### src/rtl/grant_data_mux_pkg.sv
// Shared arbiter definitions: requester count, index width, mux FSM states and one-hot helpers.
package grant_data_mux_pkg;

  localparam int unsigned N_REQ   = 4;
  localparam int unsigned SRC_W   = 2;
  localparam int unsigned DATA_W  = 8;
  localparam int unsigned STALL_W = 8;

  typedef enum logic {
    EMPTY = 1'b0,
    FULL  = 1'b1
  } state_t;

  // Index of the (lowest) set bit of a one-hot vector; 0 when none is set.
  function automatic logic [SRC_W-1:0] onehot_to_idx(input logic [N_REQ-1:0] oh);
    logic [SRC_W-1:0] idx;
    idx = '0;
    for (int i = N_REQ - 1; i >= 0; i--) begin
      if (oh[i]) idx = SRC_W'(i);
    end
    return idx;
  endfunction

  // True when exactly one bit of the vector is set.
  function automatic logic is_onehot(input logic [N_REQ-1:0] oh);
    int unsigned ones;
    ones = 0;
    for (int i = 0; i < N_REQ; i++) begin
      if (oh[i]) ones++;
    end
    return (ones == 1);
  endfunction

endpackage

### src/rtl/grant_data_mux_onehot_enc.sv
// One-hot to binary index encoder with an exactly-one-hot valid flag.
module onehot_enc #(
  parameter int unsigned N  = 4,
  parameter int unsigned SW = 2
) (
  input  logic [N-1:0]  onehot,
  output logic [SW-1:0] idx,
  output logic          vld
);

  int unsigned ones;

  // OR together the indices of set bits and count them; idx is only meaningful when vld.
  always_comb begin
    idx  = '0;
    ones = 0;
    for (int i = 0; i < N; i++) begin
      if (onehot[i]) begin
        idx  = idx | SW'(i);
        ones = ones + 1;
      end
    end
    vld = (ones == 1);
  end

endmodule

### src/rtl/grant_data_mux.sv
// Forwards the granted requester's word into a single-entry output register with valid/ready.
module grant_data_mux
  import grant_data_mux_pkg::*;
#(
  parameter int unsigned N  = N_REQ,
  parameter int unsigned DW = DATA_W,
  parameter int unsigned SW = SRC_W
) (
  input  logic              clk,
  input  logic              rst,
  input  logic [N-1:0]      Grant,
  input  logic [N*DW-1:0]   req_data,
  output logic [N-1:0]      ack,
  output logic              out_valid,
  output logic [DW-1:0]     out_data,
  output logic [SW-1:0]     out_src,
  input  logic              out_ready,
  output logic              grant_err,
  output logic [STALL_W-1:0] stall_cnt
);

  state_t          state;
  state_t          state_n;
  logic [SW-1:0]   grant_idx;
  logic            grant_ok;
  logic            can_load;
  logic            capture;
  logic [DW-1:0]   sel_data;

  onehot_enc #(.N(N), .SW(SW)) u_enc (
    .onehot (Grant),
    .idx    (grant_idx),
    .vld    (grant_ok)
  );

  // Select the granted lane's word.
  always_comb begin
    sel_data = '0;
    for (int i = 0; i < N; i++) begin
      if (grant_idx == SW'(i)) sel_data = req_data[i*DW +: DW];
    end
  end

  // State register.
  always_ff @(posedge clk) begin
    if (!rst) state <= EMPTY;
    else      state <= state_n;
  end

  // Next state, capture decision and ack; ack forced low while in reset.
  always_comb begin
    state_n  = state;
    can_load = 1'b0;
    capture  = 1'b0;
    ack      = '0;
    case (state)
      EMPTY: can_load = 1'b1;
      FULL:  can_load = out_ready;
      default: can_load = 1'b0;
    endcase
    capture = rst && grant_ok && can_load;
    if (capture) ack = Grant;
    case (state)
      EMPTY: if (capture) state_n = FULL;
      FULL:  if (out_ready && !capture) state_n = EMPTY;
      default: state_n = EMPTY;
    endcase
  end

  assign out_valid = (state == FULL);

  // Output word/source, sticky grant error and saturating stall counter.
  always_ff @(posedge clk) begin
    if (!rst) begin
      out_data  <= '0;
      out_src   <= '0;
      grant_err <= 1'b0;
      stall_cnt <= '0;
    end else begin
      if (capture) begin
        out_data <= sel_data;
        out_src  <= grant_idx;
      end
      if ((Grant != '0) && !grant_ok) grant_err <= 1'b1;
      if (out_valid && !out_ready && (stall_cnt != {STALL_W{1'b1}}))
        stall_cnt <= stall_cnt + STALL_W'(1);
    end
  end

endmodule

### config.mk
export PLATFORM = sky130hd
export DESIGN_NAME = grant_data_mux
export DESIGN_NICKNAME = d
export VERILOG_FILES = /design/src/rtl/grant_data_mux_pkg.sv /design/src/rtl/grant_data_mux_onehot_enc.sv /design/src/rtl/grant_data_mux.sv
export SDC_FILE = /design/constraint.sdc
export NUM_CORES = 1
export LEC_CHECK = 0
export CAP_MARGIN = 30
export CORE_AREA = 2 2 61 63
export DETAILED_ROUTE_END_ITERATION = 7
export DIE_AREA = 0 0 63 65
export PLACE_DENSITY = 0.83
export SLEW_MARGIN = 20
export SYNTH_ARGS = -nofsm -noshare
export SYNTH_HDL_FRONTEND = slang
export SYNTH_SLANG_ARGS = --single-unit
### constraint.sdc
create_clock -name clk -period 4.3 [get_ports clk]
set_input_delay 0.645 -clock clk [delete_from_list [all_inputs] [get_ports clk]]
set_output_delay 0.645 -clock clk [all_outputs]
set_load 0.05 [all_outputs]
# Word level (Yosys, flattened, before mapping)
# Index checks and enable logic that the tools add are counted.
totals:
  register_bits: 20
  latchBits: 0
  ram_bits: 0
  romBits: 0
  inputBits: 39
  out_inout_bits: 24
  word_cells: 42
  memories: 0
op_classes:
  add_sub_neg: 4
  mul: 0
  div: 0
  n_lt_le_gt_ge: 0
  eq_ne: 5
  n_shift: 0
  mux: 16
  n_bitwise: 1
  reduce_logical: 11
ops:
  columns: ["operator", "count"]
  rows:
  - ["$add A32 B1 Y32 const B", 3]
  - ["$mux W32", 3]
  - ["$eq A32 B1 Y1 const B", 1]
  - ["$mux W8", 4]
  - ["$add A8 B1 Y8 const B", 1]
  - ["$ne A8 B8 Y1 const B", 1]
  - ["$logic_and A1 B1 Y1", 6]
  - ["$eq A2 B2 Y1 const B", 2]
  - ["$mux W1", 4]
  - ["$mux W2", 2]
  - ["$mux W4", 1]
  - ["$pmux W1 S2", 2]
  - ["$reduce_bool A4 Y1", 1]
  - ["$logic_not A1 Y1", 3]
  - ["$eq A2 B1 Y1 const B", 1]
  - ["$logic_not A2 Y1", 1]
  - ["$not A1 Y1", 1]

# Longest topological paths before layout
# Gate-level depths: netlist of run 1.
depth:
  word_depth: 14
  ltp_mapped: 10

# By module
# A second synthesis of run 1 with hierarchy kept.
unflattened:
  cells_unflattened: 123
  area_unflattened_um2: 1144.8
by_module_without_submodules:
  columns: ["mod", "instances", "cells_each", "area_each_um2", "seq_area_each_um2"]
  rows:
  - ["grant_data_mux", 1, 108, 1028.5, 400.4]
  - ["onehot_enc", 1, 15, 116.4, 0.0]

# Worst setup path after synthesis of run 1
# No wires, ideal clock.
synth_path:
  path_kind: "in2out"
  start: "in Grant[1]"
  end: "out ack[0]"
  arrival_time_ps: 3506
  required_time_ps: 3655
  setup_slack_ps: 149
  path_stages: 10
  n_path_buf: 2
  cell_sequence: "buf_2 > inv_1 > ha_1 > xor2_1 > ha_1 > and4bb_2 > o31ai_4 > a21o_4 > buf_12 > nor3_1"
synth_between:
  elab_chain_cells: 9
synth_rtl:
  columns: ["element", "line_no", "text"]
  rows:
  - ["start, declared", "grant_data_mux.sv:11", "input logic [N-1:0] Grant,"]
  - ["$mux W32 (*)", "grant_data_mux_onehot_enc.sv:18", "if (onehot[i]) begin"]
  - ["$add A32 B1 Y32", "grant_data_mux_onehot_enc.sv:20", "ones = ones + 1;"]
  - ["$mux W32 (*)", "grant_data_mux_onehot_enc.sv:18", null]
  - ["$add A32 B1 Y32", "grant_data_mux_onehot_enc.sv:20", null]
  - ["$mux W32 (*)", "grant_data_mux_onehot_enc.sv:18", null]
  - ["$eq A32 B1 Y1 (*)", "grant_data_mux_onehot_enc.sv:23", "vld = (ones == 1);"]
  - ["$logic_and A1 B1 Y1 (*) (2 in a row)", "grant_data_mux.sv:61", "capture = rst && grant_ok && can_load;"]
  - ["$mux W4 (*)", "grant_data_mux.sv:62", "if (capture) ack = Grant;"]
  - ["end, declared", "grant_data_mux.sv:13", "output logic [N-1:0] ack,"]
# Every way passes the cells marked *; elsewhere a longest branch is shown, timed or not.

# Worst setup path in the final report of run 1
layout_path:
  start: "in Grant[0]"
  end: "out ack[0]"
layout_between:
  elab_chain_cells: 11
layout_rtl:
  columns: ["element", "line_no"]
  rows:
  - ["$mux W1", "grant_data_mux_onehot_enc.sv:18"]
  - ["$add A32 B1 Y32", "grant_data_mux_onehot_enc.sv:20"]
  - ["$mux W32", "grant_data_mux_onehot_enc.sv:18"]
  - ["$add A32 B1 Y32", "grant_data_mux_onehot_enc.sv:20"]
  - ["$mux W32", "grant_data_mux_onehot_enc.sv:18"]
  - ["$add A32 B1 Y32", "grant_data_mux_onehot_enc.sv:20"]
  - ["$mux W32", "grant_data_mux_onehot_enc.sv:18"]
  - ["$eq A32 B1 Y1", "grant_data_mux_onehot_enc.sv:23"]
  - ["$logic_and A1 B1 Y1 (2 in a row)", "grant_data_mux.sv:61"]
  - ["$mux W4 (*)", "grant_data_mux.sv:62"]
# Marked as above.

==> metrics.cfg, run 1 <==
[routing]
vias_per_cell=5.072
drtAntennaViolNets=0
drt_iter0_drc=68
first_pass_iters=5
vias=1339
drt_wl_total_mm=3.312
post_drt_wl_per_cell_um=12.55
drcViolationCount=0

[worst_setup_path]
cp.required_ns=3.65
crit_arrival_ns=3.24
slowest_delay_ns=0.48
path_class=in -> out
crit_chain=clkdlybuf4s50_1 > inv_1 > ha_1 > xor2_1 > ha_1 > and4bb_2 > o31ai_4 > a21o_4 > nor3_1 > buf_12
crit_fanout=12
path_buf_inv=3
start_kind=primary input
timing.critical_path.mode_cell=ha_1
end_kind=primary output
crit_cells=10
cp_top_family=buffers and inverters
slowest_stage=clkdlybuf4s50_1
reg2reg_depth=4

[sta]
fin_worst_skew_ns=0.005015
finalCriticalPeriod_ns=3.888
period_share=0.9043
finalMaxSlewViolations=0
tightestPinTransition_ns=0.7079
max_freq_ghz=0.2572
tns_ns=0
setup_viol=0
rsz0062_at_grt=false
holdWs_ns=0.4729
hold_viol=0
slew_headroom=0.5271

[die]
io_pins=63
core_mm2=0.003496
die_w_um=63
start_util=0.3840
rows=22
dieArea_mm2=0.004095
fp.dieH_um=65

[pwr]
ir_worst_vdd_mv=0.1414
power_density_mw_per_mm2=272.1
leakage_nw=0.8824

[logic_synthesis]
ys_seq_area_frac=0.2982
synth.area.top_cells=dfxtp_1 (30%), mux2i_1 (15%), nand2_1 (6.2%)
synth_top_cell_area_share=0.2982
synth_area_mm2=0.001343
synth.largest_area_cell=dfxtp_1
synth-seq-cells=20
yosys_warnings=0
syn_avg_cell_area_um2=8.497
synthCells=158
synth_edf_count=0
synth_nets=201
synth_top_flop_cell=dfxtp_1
yosysMostFrequentCell=nand2_1
yosysUniqueCellTypes=38
synth_common_cells=nand2_1 (22), dfxtp_1 (20), mux2i_1 (20), nor2_1 (17), inv_1 (15)
synthArstFlopShare=0

[grt]
antenna_found_initial=0
grt-busiest-layer=met2
gr-usage-met3=0.06250
use_met1=0.1955
grt_usage=0.1740
grt_pass1_vias=1302
grt.overflow.total=0
grt_pass1_wl_mm=5.761
grt_max_degree=25
grtUsageMet2=0.3085

[finish]
nets=260
drive_above_1_share=0.07407
area_growth_pct=51.91
fin_cells=264
final_area_mm2=0.002039
num_antenna_cells=0

[clocking]
clkTransAtPathRegs_ns=0.12
cts.path.max_buffers=2
cts.sinks=20
ctsResizeCount=0
cts_setup_buffers=0
cts_buffers=3
hold_buffers=0
clock_tree.root_cell=clkbuf_4
worstSkewPairLatency_ns=0.30
cts_tree=built
cts_max_level=1

[place]
port-buffer-count=62
place_congestion=0.7652
place_area_mm2=0.001987
dpl.hpwl_mm=2.604
dpl.cell_count=260

[flow_run]
max-cap-violations=0

[status]
status=complete, no violations

[worst_hold_path]
holdPathStages=2
min_path_type=reg -> reg

==> where the power goes <==
group          leakage [nW]  total (mW)  switching, mW  internal, mW
sequential            0.163       0.205        0.00702         0.198
combinational         0.691       0.197          0.107        0.0898
clock                0.0279       0.154         0.0595        0.0942
total                 0.882       0.555          0.173         0.382
==> cell usage in the layout (no fill, tap or decap), types with 2 or more instances in the layout <==
cell type,synthesis,routed
a211oi_1,2,2
a21oi_1,2,2
a222oi_1,8,8
and3_1,4,4
and4_1,2,2
buf_12,1,2
buf_4,0,4
clkbuf_4,0,3
clkdlybuf4s50_1,0,58
dfxtp_1,20,20
ha_1,4,4
inv_1,15,15
mux2i_1,20,20
nand2_1,22,22
nand2b_1,2,2
nand4_1,4,4
nor2_1,17,17
nor2b_1,2,2
nor3_1,2,2
nor4_1,2,2
xor2_1,4,4
==> state kept, by name (all words and copies together) (netlist names) <==
signal,flops
grant_err,1
out_data,8
out_valid,1
stall_cnt,8
out_src,2
==> worst register-to-register path: stages (launching register included) <==
cell     delay (ns)
dfxtp_1        0.34
nor2b_1        0.58
o31a_1         0.35
nand4_1        0.14
mux2i_1        0.14
==> worst paths after layout <==
path                            startpoint           end  slack [ns]
worst max register to register   out_valid  stall_cnt[3]        2.66
worst min register to register  out_src[1]    out_src[1]        0.47
worst max-delay path              Grant[0]        ack[0]        0.41
worst min-delay path            out_src[1]    out_src[1]        0.47
==> cell families after synthesis <==
family / after synthesis / synth area share
DFF: 20 / 0.2982
xor gates and xnor gates: 5 / 0.03262
and+or+nand+nor: 62 / 0.2386
buffers and inverters: 25 / 0.09133
muxes: 20 / 0.1491
adders and majority gates: 4 / 0.03728
AOI/OAI and AO/OA: 22 / 0.1528
==> through the flow <==
| step | utilization | worst slack, ns | total power [mW] |
|---|---|---|---|
| 2_1_floorplan | - | 0.1490 | 0.3349 |
| 3_3_place_gp | 0.5684 | 0.4837 | 0.4042 |
| 5_1_grt | 0.5834 | 0.2703 | 0.5839 |
| 4_1_cts | 0.5834 | 0.3995 | 0.5589 |
| 6_report | 0.5834 | 0.4116 | 0.5549 |
| 3_5_place_dp | 0.5684 | 0.4029 | 0.4064 |
==> metal layers <==
metal | share of wire | wire length [um]
met1 | 0.41 | 1372
met2 | 0.49 | 1616
met3 | 0.091 | 303
met4 | 0.0057 | 19
met5 | 0 | 0
==> area by class of cell <==
type,count,area [um2]
clock buffer,3,22.52
clock inverter,1,30.03
fill,325,1456
inverter,15,56.30
multi-input combinational,113,819.5
sequential,20,400.4
tap,48,60.06
timing repair buffer,64,650.6
Power figures use the tool's default switching activity.
==> run 2: changes to the inputs <==
--- a/config.mk
+++ b/config.mk
@@ -6,10 +6,10 @@
 export NUM_CORES = 1
 export LEC_CHECK = 0
 export CAP_MARGIN = 30
-export CORE_AREA = 2 2 61 63
+export CORE_AREA = 2 2 73 54
 export DETAILED_ROUTE_END_ITERATION = 7
-export DIE_AREA = 0 0 63 65
-export PLACE_DENSITY = 0.83
+export DIE_AREA = 0 0 75 56
+export PLACE_DENSITY = 0.82
 export SLEW_MARGIN = 20
 export SYNTH_ARGS = -nofsm -noshare
 export SYNTH_HDL_FRONTEND = slang
==> run 2 against run 1 <==
  * Sequential power hardly changed
  * Critical path type unchanged
  * Critical endpoint unchanged
  * Routed wire length is 3.4% higher
  * Die area rose by 2.6%
  * Largest power group unchanged
  * Cell area increased by 1.8%
==> metrics.cfg, run 2 (same netlist as run 1, synthesis figures left out) <==
[clocking]
cts_tree=built  ; unchanged
cts.path.max_buffers=2  ; unchanged
clock_tree.root_cell=clkbuf_8  ; was clkbuf_4
clkTransAtPathRegs_ns=0.07  ; was 0.12 ns
cts_buffers=3  ; unchanged
cts.sinks=20  ; unchanged
worstSkewPairLatency_ns=0.26  ; was 0.30 ns
cts_setup_buffers=0  ; unchanged
cts_max_level=1  ; unchanged
hold_buffers=0  ; unchanged
ctsResizeCount=0  ; unchanged

[worst_hold_path]
hp-start=out_data[4]  ; was out_src[1]
holdPathEnd=out_data[4]  ; was out_src[1]
min_path_type=reg -> reg  ; unchanged
holdPathStages=2  ; unchanged

[sta]
setup_viol=0  ; unchanged
max_freq_ghz=0.2556  ; was 0.2572 GHz
finalMaxSlewViolations=0  ; unchanged
slew_headroom=0.5851  ; was 0.5271
tns_ns=0  ; unchanged
hold_viol=0  ; unchanged
tightestPinTransition_ns=0.6200  ; was 0.7079 ns
fin_worst_skew_ns=0.001472  ; was 0.005015 ns
rsz0062_at_grt=false  ; unchanged
period_share=0.9099  ; was 0.9043
finalCriticalPeriod_ns=3.912  ; was 3.888 ns

[finish]
nets=261  ; was 260
final_common_cell=clkdlybuf4s50_1  ; unchanged
final_area_mm2=0.002077  ; was 0.002039 mm2
reg_top3=out_data x8, stall_cnt x8, out_src x2  ; unchanged
area_growth_pct=54.71  ; was 51.91%
fin_util=0.6028  ; was 0.5834
drive_above_1_share=0.07834  ; was 0.07407
layout_common_cells=clkdlybuf4s50_1 (58), nand2_1 (22), mux2i_1 (20), dfxtp_1 (20), nor2_1 (17)  ; unchanged
num_antenna_cells=0  ; unchanged

[worst_setup_path]
timing.critical_path.mode_cell=ha_1  ; unchanged
slowest_stage=clkdlybuf4s50_1  ; unchanged
r2r_slack_ns=2.78  ; was 2.66 ns
path_buf_inv=3  ; unchanged
reg2reg_depth=5  ; was 4
path_class=in -> out  ; unchanged
crit_fanout=12  ; unchanged
end_kind=primary output  ; unchanged
reg2reg_from=stall_cnt[0]  ; was out_valid
cp.required_ns=3.65  ; about the same
crit_chain=clkdlybuf4s50_1 > inv_1 > ha_1 > xor2_1 > ha_1 > and4bb_2 > o31ai_4 > a21o_4 > nor3_1 > buf_12  ; unchanged
slowest_delay_ns=0.50  ; was 0.48 ns
start_kind=primary input  ; unchanged
r2r_end=stall_cnt[3]  ; unchanged
cp_top_family=buffers and inverters  ; unchanged
crit_arrival_ns=3.27  ; was 3.24 ns

[grt]
grt_pass1_vias=1258  ; was 1302
grt_usage=0.1760  ; was 0.1740
grt.overflow.total=0  ; unchanged
antenna_found_initial=0  ; unchanged
grt_max_degree=25  ; unchanged
grt_pass1_wl_mm=5.761  ; unchanged

[status]
status=complete, no violations  ; unchanged

[die]
die_w_um=75  ; was 63 um
start_util=0.3896  ; was 0.3840
core_mm2=0.003446  ; was 0.003496 mm2
dieArea_mm2=0.004200  ; was 0.004095 mm2
rows=18  ; was 22
fp.dieH_um=56  ; was 65 um
io_pins=63  ; unchanged

[routing]
vias_per_cell=5.045  ; was 5.072
drtAntennaViolNets=0  ; unchanged
post_drt_wl_per_cell_um=12.83  ; was 12.55 um
drt_wl_total_mm=3.426  ; was 3.312 mm
first_pass_iters=6  ; was 5
drt_iter0_drc=121  ; was 68
vias=1347  ; was 1339
drcViolationCount=0  ; unchanged

[place]
dpl.hpwl_mm=2.648  ; was 2.604 mm
port-buffer-count=62  ; unchanged
place_congestion=0.7981  ; was 0.7652
place_area_mm2=0.002022  ; was 0.001987 mm2

[pwr]
p_int_mw=0.3715  ; was 0.3816 mW
switchingPower_mw=0.1759  ; was 0.1733 mW
leakage_nw=0.8942  ; was 0.8824 nW
ir_worst_vdd_mv=0.1679  ; was 0.1414 mV
pwr-share-seq=0.375  ; was 0.369
pwr-share-comb=0.367  ; was 0.354
swShare=0.3213  ; was 0.3123
power_density_mw_per_mm2=263.6  ; was 272.1 mW/mm2
p_clk_frac=0.258  ; was 0.277

[flow_run]
max-cap-violations=0  ; unchanged

run 2: changes by cell type in the layout (fill, tap and decap cells not counted), sizes merged:
cell    change
buf         +1
bufinv      -1
clkbuf      +1
run 2: worst min-delay path, stage by stage, from the launching register on:
cell and delay, ns:
dfxtp_1 0.32, nand2_1 0.05, mux2i_1 0.05
run 2: metal layers:
layer  global-route usage  wire length, um  vias to the layer above
met5                    0                0                        -
met4              0.04337               14                        0
met3              0.07609              307                        2
met2               0.2669             1547                       55
met1               0.2276             1556                      613
li1                     -                -                      677
run 2: layout make-up:
class                   instances  area [um2]
well taps                      50       62.56
multi-input cells             113       819.5
inverters                      15       56.30
repair buffers                 65       683.2
fillers                       293        1369
clock buffers                   4       55.05
flip-flops and latches         20       400.4
run 2: worst max path at each step:
stage                  start      to  slack [ns]  cells past startpoint
floorplan           Grant[1]  ack[0]        0.15                     10
CTS                 Grant[0]  ack[0]        0.39                     10
global placement    Grant[0]  ack[0]        0.49                     10
finish              Grant[0]  ack[0]        0.39                     10
global route        Grant[0]  ack[0]        0.29                     10
detailed placement  Grant[0]  ack[0]        0.41                     10
run 2: stage by stage:
step | worst slack, ns | std cells | hold WS (ns) | total power, mW
after floorplan | 0.1490 | 158 | 0.6660 | 0.3349
after global placement | 0.4874 | 263 | 0.4482 | 0.4078
after detailed placement | 0.4072 | 263 | 0.4554 | 0.4100
after CTS | 0.3928 | 267 | 0.4654 | 0.5503
after global routing | 0.2858 | 267 | 0.4836 | 0.5717
final | 0.3876 | 267 | 0.4655 | 0.5474
run 2: power by group through the flow:
stage               sequential, mW  clock (mW)  combinational, mW
global route                 0.207       0.152              0.213
CTS                          0.205       0.144              0.201
finish                       0.205       0.141              0.201
floorplan                    0.251           0             0.0840
global placement             0.209           0              0.199
detailed placement           0.209           0              0.201
==> run 3: changes to the inputs <==
--- a/config.mk
+++ b/config.mk
@@ -9,7 +9,8 @@
 export CORE_AREA = 2 2 73 54
 export DETAILED_ROUTE_END_ITERATION = 7
 export DIE_AREA = 0 0 75 56
-export PLACE_DENSITY = 0.82
+export PLACE_DENSITY_LB_ADDON = 0.15
+export SKIP_CTS_REPAIR_TIMING = 1
 export SLEW_MARGIN = 20
 export SYNTH_ARGS = -nofsm -noshare
 export SYNTH_HDL_FRONTEND = slang
==> run 3 against run 2 <==
  * Cell count is 0.37% lower
  * Clock power is 32% higher
  * Highest routed layer unchanged
  * Largest power group unchanged
  * Routed wire length is 2.0% higher
  * Sequential power hardly changed
  * Global-route usage is 0.24 points lower
  * Register-to-register slack worse by 0.15 ns
  * Clock-buffer cell count is 1 lower
  * Sequential share of layout area hardly changed
==> metrics.cfg, run 3 (same netlist as run 1, synthesis figures left out) <==
[worst_setup_path]
reg2reg_from=out_valid  ; was stall_cnt[0]
timing.critical_path.mode_cell=ha_1  ; unchanged
end_kind=primary output  ; unchanged
slowest_delay_ns=0.48  ; was 0.50 ns
crit_fanout=12  ; unchanged
slowest_stage=clkdlybuf4s50_1  ; unchanged
crit_start=Grant[0]  ; unchanged
crit_chain=clkdlybuf4s50_1 > inv_1 > ha_1 > xor2_1 > ha_1 > and4bb_2 > o31ai_4 > a21o_4 > nor3_1 > buf_12  ; unchanged
cp.required_ns=3.65  ; about the same
path_class=in -> out  ; unchanged
crit_arrival_ns=3.23  ; was 3.27 ns
start_kind=primary input  ; unchanged
reg2reg_depth=4  ; was 5

[sta]
slew_headroom=0.5323  ; was 0.5851
tightestPinTransition_ns=0.7001  ; was 0.6200 ns
tns_ns=0  ; unchanged
rsz0062_at_grt=false  ; unchanged
hold_viol=0  ; unchanged
setup_viol=0  ; unchanged
finalMaxSlewViolations=0  ; unchanged
period_share=0.9019  ; was 0.9099
finalCriticalPeriod_ns=3.878  ; was 3.912 ns
max_freq_ghz=0.2578  ; was 0.2556 GHz
fin_worst_skew_ns=0.006449  ; was 0.001472 ns

[routing]
post_drt_wl_per_cell_um=13.13  ; was 12.83 um
drt_iter0_drc=47  ; was 121
drcViolationCount=0  ; unchanged
routed-wl-met3_um=228  ; was 307 um
highest_layer=met4  ; unchanged
vias=1387  ; was 1347
wl_met1_mm=1.542  ; was 1.556 mm
vias_per_cell=5.214  ; was 5.045
first_pass_iters=6  ; unchanged
wl_met2_mm=1.694  ; was 1.547 mm
drt_wl_total_mm=3.493  ; was 3.426 mm
drtAntennaViolNets=0  ; unchanged

[die]
start_util=0.3896  ; unchanged
dieArea_mm2=0.004200  ; unchanged
core_mm2=0.003446  ; unchanged
io_pins=63  ; unchanged
rows=18  ; unchanged
die_w_um=75  ; unchanged
fp.dieH_um=56  ; unchanged

[clocking]
cts_max_level=1  ; unchanged
cts.sinks=20  ; unchanged
clock_tree.root_cell=clkbuf_8  ; unchanged
worstSkewPairLatency_ns=0.26  ; about the same
cts_tree=built  ; unchanged
clkTransAtPathRegs_ns=0.08  ; was 0.07 ns
cts_buffers=3  ; unchanged
cts.path.max_buffers=2  ; unchanged

[place]
dpl.hpwl_mm=2.732  ; was 2.648 mm
place_congestion=0.7807  ; was 0.7981
port-buffer-count=62  ; unchanged
place_area_mm2=0.002002  ; was 0.002022 mm2

[pwr]
switchingPower_mw=0.1772  ; was 0.1759 mW
p_clk_frac=0.316  ; was 0.258
pwr-share-seq=0.348  ; was 0.375
pwr-share-comb=0.336  ; was 0.367
power_density_mw_per_mm2=284.5  ; was 263.6 mW/mm2
ir_worst_vdd_mv=0.2391  ; was 0.1679 mV
p_int_mw=0.4127  ; was 0.3715 mW
swShare=0.3004  ; was 0.3213
leakage_nw=0.8930  ; was 0.8942 nW

[finish]
nets=260  ; was 261
reg_top3=out_data x8, stall_cnt x8, out_src x2  ; unchanged
layout_common_cells=clkdlybuf4s50_1 (58), nand2_1 (22), mux2i_1 (20), dfxtp_1 (20), nor2_1 (17)  ; unchanged
num_antenna_cells=0  ; unchanged
final_common_cell=clkdlybuf4s50_1  ; unchanged
final_area_mm2=0.002073  ; was 0.002077 mm2
fillers=307  ; was 293
area_growth_pct=54.43  ; was 54.71%
drive_above_1_share=0.07407  ; was 0.07834

[grt]
grt_usage=0.1736  ; was 0.1760
antenna_found_initial=0  ; unchanged
grt_max_degree=25  ; unchanged
grt_pass1_wl_mm=5.816  ; was 5.761 mm
grt.overflow.total=0  ; unchanged
grt_pass1_vias=1305  ; was 1258

[worst_hold_path]
min_path_type=reg -> reg  ; unchanged
hp-start=out_src[1]  ; was out_data[4]
holdPathStages=2  ; unchanged

[flow_run]
max-cap-violations=0  ; unchanged

[status]
status=complete, no violations  ; unchanged

-- run 3: cell count changes in the layout (fill, tap and decap cells not counted) --
cell	change
buf_12	-1
bufinv_16	+1
clkbuf_8	-1
-- run 3: layout make-up --
type,instances,area [um2],area share
clock inverters,1,30.03,0.01448
well taps,50,62.56,0.03017
multi-input cells,113,819.5,0.3953
inverters,15,56.30,0.02716
flip-flops and latches,20,400.4,0.1931
repair buffers,64,663.1,0.3199
clock buffers,3,41.29,0.01992
-- run 3: metrics by stage --
step / utilization / total power [mW] / std cells / hold slack [ns] / setup slack, ns
6_report: 0.6017 / 0.5899 / 266 / 0.4579 / 0.4217
4_1_cts: 0.6017 / 0.5953 / 266 / 0.4604 / 0.4126
2_1_floorplan: - / 0.3349 / 158 / 0.6660 / 0.1490
3_3_place_gp: 0.5810 / 0.4040 / 262 / 0.4480 / 0.4937
3_5_place_dp: 0.5810 / 0.4085 / 262 / 0.4494 / 0.4261
5_1_grt: 0.6017 / 0.6183 / 266 / 0.4703 / 0.2705
-- run 3: worst paths after layout --
path	endpoint	slack [ns]
max	ack[1]	0.42
min	out_src[1]	0.46
max reg2reg	stall_cnt[5]	2.63
min reg2reg	out_src[1]	0.46
-- run 3: power groups by stage --
stage | sequential, mW | clock [mW] | combinational [mW]
floorplan | 0.251 | 0 | 0.0840
finish | 0.206 | 0.186 | 0.198
global placement | 0.209 | 0 | 0.195
global route | 0.207 | 0.200 | 0.211
detailed placement | 0.209 | 0 | 0.199
CTS | 0.206 | 0.190 | 0.199
-- run 3: layer usage --
metal  track usage  up-vias
li1              -      677
met1        0.2294      655
met2        0.2832       53
met3       0.04710        2
met4       0.03061        0
met5             0        -
-- run 3: critical path, delay by kind of cell --
kind	cells	cell delay, ns
AO/OA/AOI/OAI	2	0.40
XOR/XNOR	1	0.19
AND/OR/NAND/NOR	2	0.63
adder cells (fa/ha/maj)	2	0.63
buffers and inverters	3	0.73
